==> src/rtl/div_unit_pkg.sv <==
// Shared types and defaults for the iterative restoring divider.
// Imported by the handshake interface, the step datapath and the FSM top.
package div_unit_pkg;

  localparam int DIV_DW    = 32;
  localparam int DIV_CNTW  = 6;
  localparam int DIV_RES_W = 2 * DIV_DW;

  typedef enum logic [1:0] {
    DivIdle  = 2'd0,
    DivBusy  = 2'd1,
    DivDZero = 2'd2,
    DivDone  = 2'd3
  } div_state_e;

endpackage

==> src/rtl/div_unit_if.sv <==
// EX-stage divide handshake: EX is the master, the divider is the slave.
// div_res carries {remainder (HI), quotient (LO)} and is qualified by div_ready.
interface div_if
  import div_unit_pkg::*;
#(
  parameter int DW = DIV_DW
);

  logic            div_start;
  logic            div_signed;
  logic [DW-1:0]   opr1;
  logic [DW-1:0]   opr2;
  logic            div_cancel;
  logic            div_hold;
  logic            div_ready;
  logic [2*DW-1:0] div_res;

  modport master (
    output div_start, div_signed, opr1, opr2, div_cancel, div_hold,
    input  div_ready, div_res
  );

  modport slave (
    input  div_start, div_signed, opr1, opr2, div_cancel, div_hold,
    output div_ready, div_res
  );

endinterface

==> src/rtl/div_unit_step.sv <==
// One radix-2 restoring step: shift the next dividend bit into the partial
// remainder, trial-subtract the divisor and keep the difference if it fits.
module div_step
  import div_unit_pkg::*;
#(
  parameter int DW = DIV_DW
) (
  input  logic [DW-1:0] p,
  input  logic [DW-1:0] q,
  input  logic [DW-1:0] d,
  output logic [DW-1:0] p_next,
  output logic [DW-1:0] q_next
);

  logic [DW:0] shifted;
  logic [DW:0] trial;

  // p < d holds between steps, so trial[DW] is a reliable borrow flag.
  assign shifted = {p, q[DW-1]};
  assign trial   = shifted - {1'b0, d};

  always_comb begin
    if (trial[DW]) begin
      p_next = shifted[DW-1:0];
      q_next = {q[DW-2:0], 1'b0};
    end else begin
      p_next = trial[DW-1:0];
      q_next = {q[DW-2:0], 1'b1};
    end
  end

endmodule

==> src/rtl/div_unit.sv <==
// Iterative DIV/DIVU unit beside the EX stage; one quotient bit per cycle,
// result held in div_res for the HI/LO write-back until the next operation.
//
//   state    | meaning
//   ---------+--------------------------------------------------------------
//   DivIdle  | waiting for div_start; operands latched on acceptance
//   DivBusy  | DW restoring iterations, result written on the last one
//   DivDZero | divisor was zero; load {dividend, all ones}
//   DivDone  | div_ready high; held there while div_hold is set
module div_unit
  import div_unit_pkg::*;
#(
  parameter int DW   = DIV_DW,
  parameter int CNTW = DIV_CNTW
) (
  input  logic clk,
  input  logic rst,
  div_if.slave dif
);

  localparam logic [CNTW-1:0] LAST_ITER = CNTW'(DW - 1);

  div_state_e      state;
  logic [CNTW-1:0] cnt;
  logic [DW-1:0]   p_q;
  logic [DW-1:0]   q_q;
  logic [DW-1:0]   d_q;
  logic            qsign;
  logic            rsign;
  logic            ready_q;
  logic [2*DW-1:0] res_q;

  logic            neg1;
  logic            neg2;
  logic [DW-1:0]   abs1;
  logic [DW-1:0]   abs2;
  logic [DW-1:0]   p_nxt;
  logic [DW-1:0]   q_nxt;
  logic [DW-1:0]   rem_fix;
  logic [DW-1:0]   quo_fix;

  // Magnitudes for DIV; the most negative value maps onto itself as unsigned.
  assign neg1 = dif.div_signed & dif.opr1[DW-1];
  assign neg2 = dif.div_signed & dif.opr2[DW-1];
  assign abs1 = neg1 ? -dif.opr1 : dif.opr1;
  assign abs2 = neg2 ? -dif.opr2 : dif.opr2;

  div_step #(.DW(DW)) u_step (
    .p      (p_q),
    .q      (q_q),
    .d      (d_q),
    .p_next (p_nxt),
    .q_next (q_nxt)
  );

  assign rem_fix = rsign ? -p_nxt : p_nxt;
  assign quo_fix = qsign ? -q_nxt : q_nxt;

  assign dif.div_ready = ready_q;
  assign dif.div_res   = res_q;

  always_ff @(posedge clk) begin
    if (rst) begin
      state   <= DivIdle;
      cnt     <= '0;
      p_q     <= '0;
      q_q     <= '0;
      d_q     <= '0;
      qsign   <= 1'b0;
      rsign   <= 1'b0;
      ready_q <= 1'b0;
      res_q   <= '0;
    end else if (dif.div_cancel) begin
      state   <= DivIdle;
      cnt     <= '0;
      ready_q <= 1'b0;
    end else begin
      case (state)
        DivIdle: begin
          ready_q <= 1'b0;
          cnt     <= '0;
          if (dif.div_start) begin
            p_q   <= '0;
            d_q   <= abs2;
            qsign <= neg1 ^ neg2;
            rsign <= neg1;
            if (dif.opr2 == '0) begin
              q_q   <= dif.opr1;
              state <= DivDZero;
            end else begin
              q_q   <= abs1;
              state <= DivBusy;
            end
          end
        end
        DivBusy: begin
          p_q <= p_nxt;
          q_q <= q_nxt;
          if (cnt == LAST_ITER) begin
            cnt     <= '0;
            res_q   <= {rem_fix, quo_fix};
            ready_q <= 1'b1;
            state   <= DivDone;
          end else begin
            cnt <= cnt + 1'b1;
          end
        end
        DivDZero: begin
          res_q   <= {q_q, {DW{1'b1}}};
          ready_q <= 1'b1;
          state   <= DivDone;
        end
        DivDone: begin
          if (!dif.div_hold) begin
            ready_q <= 1'b0;
            state   <= DivIdle;
          end
        end
        default: begin
          ready_q <= 1'b0;
          state   <= DivIdle;
        end
      endcase
    end
  end

endmodule

==> src/flat_wrapper.sv <==
// flat-port wrapper written by rule: the top's interface ports become plain ports
module div_unit_flat import div_unit_pkg::*;
#(
  parameter int DW   = DIV_DW,
  parameter int CNTW = DIV_CNTW
)
  (clk, rst, dif_div_start, dif_div_signed, dif_opr1, dif_opr2, dif_div_cancel, dif_div_hold, dif_div_ready, dif_div_res);
  div_if #(.DW(DW)) dif_i ();
  input  logic clk;
  input  logic rst;
  input wire logic [$bits(dif_i.div_start)-1:0] dif_div_start;
  input wire logic [$bits(dif_i.div_signed)-1:0] dif_div_signed;
  input wire logic [$bits(dif_i.opr1)-1:0] dif_opr1;
  input wire logic [$bits(dif_i.opr2)-1:0] dif_opr2;
  input wire logic [$bits(dif_i.div_cancel)-1:0] dif_div_cancel;
  input wire logic [$bits(dif_i.div_hold)-1:0] dif_div_hold;
  output wire logic [$bits(dif_i.div_ready)-1:0] dif_div_ready;
  output wire logic [$bits(dif_i.div_res)-1:0] dif_div_res;
  assign dif_i.div_start = dif_div_start;
  assign dif_i.div_signed = dif_div_signed;
  assign dif_i.opr1 = dif_opr1;
  assign dif_i.opr2 = dif_opr2;
  assign dif_i.div_cancel = dif_div_cancel;
  assign dif_i.div_hold = dif_div_hold;
  assign dif_div_ready = dif_i.div_ready;
  assign dif_div_res = dif_i.div_res;
  div_unit #(.DW(DW), .CNTW(CNTW)) u_core (.clk(clk), .rst(rst), .dif(dif_i));
endmodule
==> config.mk <==
export PLATFORM = sky130hd
export DESIGN_NAME = div_unit_flat
export DESIGN_NICKNAME = d
export VERILOG_FILES = /design/src/rtl/div_unit_pkg.sv /design/src/rtl/div_unit_if.sv /design/src/rtl/div_unit_step.sv /design/src/rtl/div_unit.sv /design/src/flat_wrapper.sv
export SDC_FILE = /design/constraint.sdc
export NUM_CORES = 1
export LEC_CHECK = 0
export ABC_AREA = 1
export CORE_UTILIZATION = 45
export DETAILED_ROUTE_END_ITERATION = 16
export PLACE_DENSITY = 0.66
export SYNTH_ARGS = -nofsm -noshare
export SYNTH_HDL_FRONTEND = slang
export SYNTH_SLANG_ARGS = --single-unit
==> constraint.sdc <==
create_clock -name clk -period 4.6 [get_ports clk]
set_input_delay 0.69 -clock clk [delete_from_list [all_inputs] [get_ports clk]]
set_output_delay 0.69 -clock clk [all_outputs]
set_load 0.05 [all_outputs]
==> results.cfg, run 1 <==
[route]
ant_nets = 0
dr.pass1.iters = 6
num_vias = 14600
drc_errors = 0
post_drt_wl_per_cell_um = 17.1
routed_wl_mm = 46.1
post_drt_via_cell_ratio = 5.40
drt_iter0_markers = 1317

[cells_and_area]
drive_gt1_frac = 0.0553
stdcell_count = 2700
antenna_cells = 0
fin_area_mm2 = 0.0153
final_nets = 2417
syn2layout_area_growth_pct = 16.5

[setup_path]
cp_common_cell = nand2_1
path_delay_family = simple AND/OR/NAND/NOR gates
required_ns = 4.93
cp-end-kind = register
critPathMaxStageDelay_ns = 0.40
timing.rr.start = u_core.q_q[31]
worstSetupStartpointType = register
r2r-end = u_core.dif.div_res[26]
reg2reg_depth = 25
crit_cells = 25
worst-path-buf-inv = 3
r2r_slack_ns = 0.49
cp_max_fo = 8
critical_path_class = register to register
critPathArrivalTime_ns = 4.45
cpMaxStageDelayCell = fa_1

[global_route]
gr-total-overflow = 0
grt_first_pass_wirelength_mm = 72.9
grt_pass1_vias = 13400
antenna_found_initial = 0
grt_max_degree = 79
grt_usage = 0.308

[timing]
finalSetupTns_ns = 0
tightest_slew_ns = 1.13
post-route-period-util = 0.894
fin_crit_ns = 4.11
slew_violations = 0
relSlewSlack = 0.249
max_freq_mhz = 243
hold_viol = 0
setup_viol_count_final = 0
finClkSkew_ns = 0.0173
fin_ws_ns = 0.486
rsz0062_at_grt = false

[synthesis]
synth_top_flop_cell = dfxtp_1
synth.largest_area_cell = dfxtp_1
postSynthAreaPerCell_um2 = 5.93
synthArstFlopShare = 0
yosys_warnings = 0
synth_edf_count = 0
synthesis.nets = 2332
synth_top_area_frac = 0.260
synthTopCellsByArea = dfxtp_1, nand2_1, a21oi_1
synth_seq_cells = 171
netlist-cell-type-count = 49
seq_area_frac_synth = 0.260
synth_area_mm2 = 0.0132
syn_inst = 2219

[clocking]
worst_skew_pair.late_latency_ns = 0.45
clockBufferDepth = 2
numCtsBuffers = 17
cts_tree = done
cts.sinks = 171
cts_root_buffer = clkbuf_16
post_cts_buffers = 0
h-tree-depth = 4
clkTransAtPathRegs_ns = 0.07

[power]
static-leakage-power_nw = 7.29
max-vdd-ir-drop_mv = 0.276
p_per_area_mw_per_mm2 = 280
total_power_mw = 4.29

[place]
portBuffers = 134
dp.cells = 2669
dp_slack_ns = 0.461
routabilityCongestion = 0.977
placed_area_mm2 = 0.0148
dp_hpwl_mm = 36.3

[die]
dieArea_mm2 = 0.0299
chipHeight_um = 173
ioPinCount = 135
initial_core_util = 0.458
die_x_um = 173
rows = 62
design.core.area_mm2 = 0.0288

[hold_path]
holdPathEnd = u_core.dif.div_res[57]
hp-start = u_core.dif.div_res[57]
hold-path-cell-count = 2
hold_class = register to register

[run]
cap_violations = 0

[status]
status = finished clean
where the power goes:
group	switching (mW)	internal (mW)
clock network	0.667	0.801
registers	0.0613	1.55
logic	0.824	0.390
total	1.55	2.74
cell type report:
class,instances,area [um2]
repair buffers,151,1470
well taps,384,480
multi-input cells,1652,8220
inverters,311,1170
clock inverters,13,146
flip-flops and latches,171,3420
clock buffers,18,429
fillers,3053,13400
timing repair:
action / 4_1_cts / 5_1_grt
gates resized for setup: 0 / 2
setup endpoints to repair: 0 / 9
hold buffers: 0 / 0
cells by family after synthesis:
| kind of cell | synth area share |
|---|---|
| AND/OR/NAND/NOR | 0.349 |
| AO/OA/AOI/OAI | 0.188 |
| buffers and inverters | 0.117 |
| flip-flops | 0.260 |
| XOR/XNOR | 0.0446 |
| adder cells (fa/ha/maj) | 0.0414 |
flip-flops by register name, summed over array words and instances (netlist names):
name,flops
u_core.dif.div_ready,1
u_core.qsign,1
u_core.p_q,32
u_core.dif.div_res,64
u_core.rsign,1
u_core.cnt,6
u_core.d_q,32
u_core.q_q,32
u_core.state,2
worst register-to-register path: cells and delay by family, from the launching register on:
kind / cells / cell delay, ns
flip-flops: 1 / 0.31
AO/OA/AOI/OAI: 2 / 0.34
XOR/XNOR: 1 / 0.08
buffers and inverters: 3 / 0.24
adder cells (fa/ha/maj): 3 / 0.77
AND/OR/NAND/NOR: 16 / 2.26
layout by cell type (no fill, tap or decap), types with 10 or more instances in the layout:
master / instances
inv_2: 14
nand2_2: 23
o21ai_1: 11
buf_4: 17
xnor2_1: 22
nor2_1: 180
o221ai_1: 16
xor2_1: 45
a31oi_1: 18
clkbuf_16: 17
nand2_1: 672
dfxtp_1: 171
nor4_1: 10
inv_1: 295
nor2_2: 10
ha_1: 41
clkdlybuf4s50_1: 133
o21ai_0: 119
nand4_1: 20
nand3_1: 123
nor3_1: 24
a21oi_1: 240
o211ai_1: 24
metal layers:
layer | global-route usage | part of all wire
met2 | 0.518 | 0.46
met5 | 0 | 0
met4 | 0.0760 | 0.021
met3 | 0.0420 | 0.056
met1 | 0.413 | 0.46
how the worst max path moves through the flow:
| stage | slack [ns] | endpoint | startpoint |
|---|---|---|---|
| floorplan | 0.74 | u_core.dif.div_res[26] | u_core.q_q[31] |
| global placement | 0.55 | u_core.dif.div_res[58] | u_core.q_q[31] |
| detailed placement | 0.46 | u_core.dif.div_res[26] | u_core.q_q[31] |
| CTS | 0.44 | u_core.dif.div_res[26] | u_core.q_q[31] |
| global route | 0.01 | u_core.dif.div_res[26] | u_core.q_q[31] |
| finish | 0.49 | u_core.dif.div_res[26] | u_core.q_q[31] |
per-stage QoR:
step	util	hold WS [ns]
floorplan	-	0.445
global placement	0.513	0.453
detailed placement	0.513	0.456
CTS	0.533	0.466
global route	0.533	0.485
finish	0.533	0.463
synth_stat cells, types with 3 or more instances:
library cell	n
o21ai_0	119
dfxtp_1	171
ha_1	42
or2_2	6
inv_1	295
a21oi_1	240
xnor2_1	22
o21ai_2	3
clkbuf_1	70
nor2_1	181
buf_1	3
o21bai_1	4
nand2_4	5
nand3_1	123
nand2_1	672
nor3_1	27
nand3_2	5
buf_2	3
o21ai_1	11
nor2_2	9
xor2_1	45
inv_2	14
buf_4	4
nand2_2	23
nand3b_1	4
nand4_1	20
o31ai_1	3
o211ai_1	24
nor4_1	10
o221ai_1	16
a31oi_1	18
buf_6	4
No activity file was read; power rests on OpenSTA's default activity.
==> run 2, diff against run 1 <==
--- a/config.mk
+++ b/config.mk
@@ -7,6 +7,7 @@
 export LEC_CHECK = 0
 export ABC_AREA = 1
 export CORE_UTILIZATION = 45
+export CTS_BUF_LIST = sky130_fd_sc_hd__clkbuf_2
 export DETAILED_ROUTE_END_ITERATION = 16
 export PLACE_DENSITY = 0.66
 export SYNTH_ARGS = -nofsm -noshare
==> run 2 against run 1 <==
The flow now finishes with violations (DRC). Clock-buffer cell count unchanged. Fmax increased by 0.62%. Sequential power is essentially flat.
==> results.cfg, run 2 (synthesis gave the netlist of run 1 again) <==
[status]
status = finished, violations left
violations = DRC

[setup_path]
cp-end-kind = register
r2r_slack_ns = 0.51
critPathMaxStageDelay_ns = 0.40
reg2reg_depth = 26
required_ns = 5.27
critPathArrivalTime_ns = 4.76
cp_max_fo = 49
worstSetupStartpointType = register
cpMaxStageDelayCell = fa_1
critical_path_class = register to register
cp_common_cell = nand2_1

[route]
num_vias = 14600
post_drt_wl_per_cell_um = 17.0
drt_iter0_markers = 1254
routed_wl_mm = 46.0
dr.pass1.iters = 13
drc_errors = 2
post_drt_via_cell_ratio = 5.39
ant_nets = 0

[timing]
finClkSkew_ns = 0.0615
rsz0062_at_grt = false
fin_crit_ns = 4.09
post-route-period-util = 0.889
max_freq_mhz = 245
finalSetupTns_ns = 0
relSlewSlack = 0.239
tightest_slew_ns = 1.14
fin_ws_ns = 0.511
setup_viol_count_final = 0
slew_violations = 0
hold_viol = 0

[power]
switchingPower_mw = 1.47
p_int_mw = 2.19
swShare = 0.402
comb_power_share = 0.331
clkPwrFrac = 0.229
static-leakage-power_nw = 7.15
max-vdd-ir-drop_mv = 0.183
p_per_area_mw_per_mm2 = 244
p_seq_frac = 0.440

[clocking]
cts_tree = done
worst_skew_pair.late_latency_ns = 0.82
clockBufferDepth = 2
cts.sinks = 171
clkTransAtPathRegs_ns = 0.27
h-tree-depth = 4
cts_root_buffer = clkbuf_2
numCtsBuffers = 17

[place]
dp.cells = 2669
dp_slack_ns = 0.461
dp_hpwl_mm = 36.3
portBuffers = 134
routabilityCongestion = 0.977

[die]
rows = 62
chipHeight_um = 173
design.core.area_mm2 = 0.0288
initial_core_util = 0.458
die_x_um = 173
dieArea_mm2 = 0.0299
ioPinCount = 135

[cells_and_area]
layout_commonest_cell = nand2_1
largest_reg_flops = 64
stdcell_count = 2701
multi_input_area_mm2 = 0.00822
final_util = 0.521
final_nets = 2417
drive_gt1_frac = 0.0561
mostFrequentLayoutCells = nand2_1, inv_1, a21oi_1
regArea_mm2 = 0.00342
syn2layout_area_growth_pct = 13.9
fill_cells = 3105

[run]
cap_violations = 0

[global_route]
grt_usage = 0.307
grt_first_pass_wirelength_mm = 72.9
antenna_found_initial = 1
gr-total-overflow = 0
grt_pass1_vias = 13500
grt_max_degree = 79

[hold_path]
hold-path-cell-count = 2
hold_class = input pin to register
-- run 2: cell count changes in the layout (fill, tap and decap cells not counted), sizes merged --
cell and change:
diode +1
-- run 2: path summary, 6_finish.rpt --
kind,end,start
hold reg to reg,u_core.dif.div_res[57],u_core.dif.div_res[57]
setup reg to reg,u_core.dif.div_res[58],u_core.q_q[31]
setup / recovery,u_core.dif.div_res[58],u_core.q_q[31]
hold / removal,u_core.q_q[17],rst
-- run 2: what timing repair did --
item	CTS	global route
hold buffers	0	0
resized for setup	0	3
setup buffers	0	0
endpoints found under the setup margin	0	10
-- run 2: worst max-delay path: cells and delay by family (launching register included) --
family	cells	cell delay, ns
AOI/OAI and AO/OA	2	0.28
adders and majority gates	3	0.75
DFF	1	0.37
and+or+nand+nor	18	2.04
buffers and inverters	3	0.51
-- run 2: power groups by stage --
stage	sequential [mW]	combinational, mW	clock (mW)
after floorplan	1.68	0.755	0
after global placement	1.64	1.19	0
after detailed placement	1.64	1.19	0
after CTS	1.61	1.20	0.861
after global routing	1.62	1.34	0.917
final	1.61	1.21	0.841
-- run 2: final cells by class --
class / count / share of cell area
multi-input combinational: 1652 / 0.548
inverter: 311 / 0.0778
antenna: 1 / 0.000167
clock inverter: 13 / 0.00976
clock buffer: 18 / 0.00600
timing repair buffer: 151 / 0.0980
sequential: 171 / 0.228
tap: 384 / 0.0320
-- run 2: layer usage --
| metal | up-vias | global-route usage | routed length (um) |
|---|---|---|---|
| li1 | 7304 | - | - |
| met1 | 6711 | 0.411 | 21000 |
| met2 | 490 | 0.514 | 21300 |
| met3 | 61 | 0.0409 | 2610 |
| met4 | 0 | 0.0867 | 1050 |
| met5 | - | 0 | 0 |
-- run 2: per-stage QoR --
step           power (mW)  area, um2  hold WS (ns)
2_1_floorplan        2.44      13200         0.445
3_3_place_gp         2.82      14800         0.453
3_5_place_dp         2.83      14800         0.456
4_1_cts              3.67      15000         0.223
5_1_grt              3.88      15000         0.223
6_report             3.67      15000         0.283
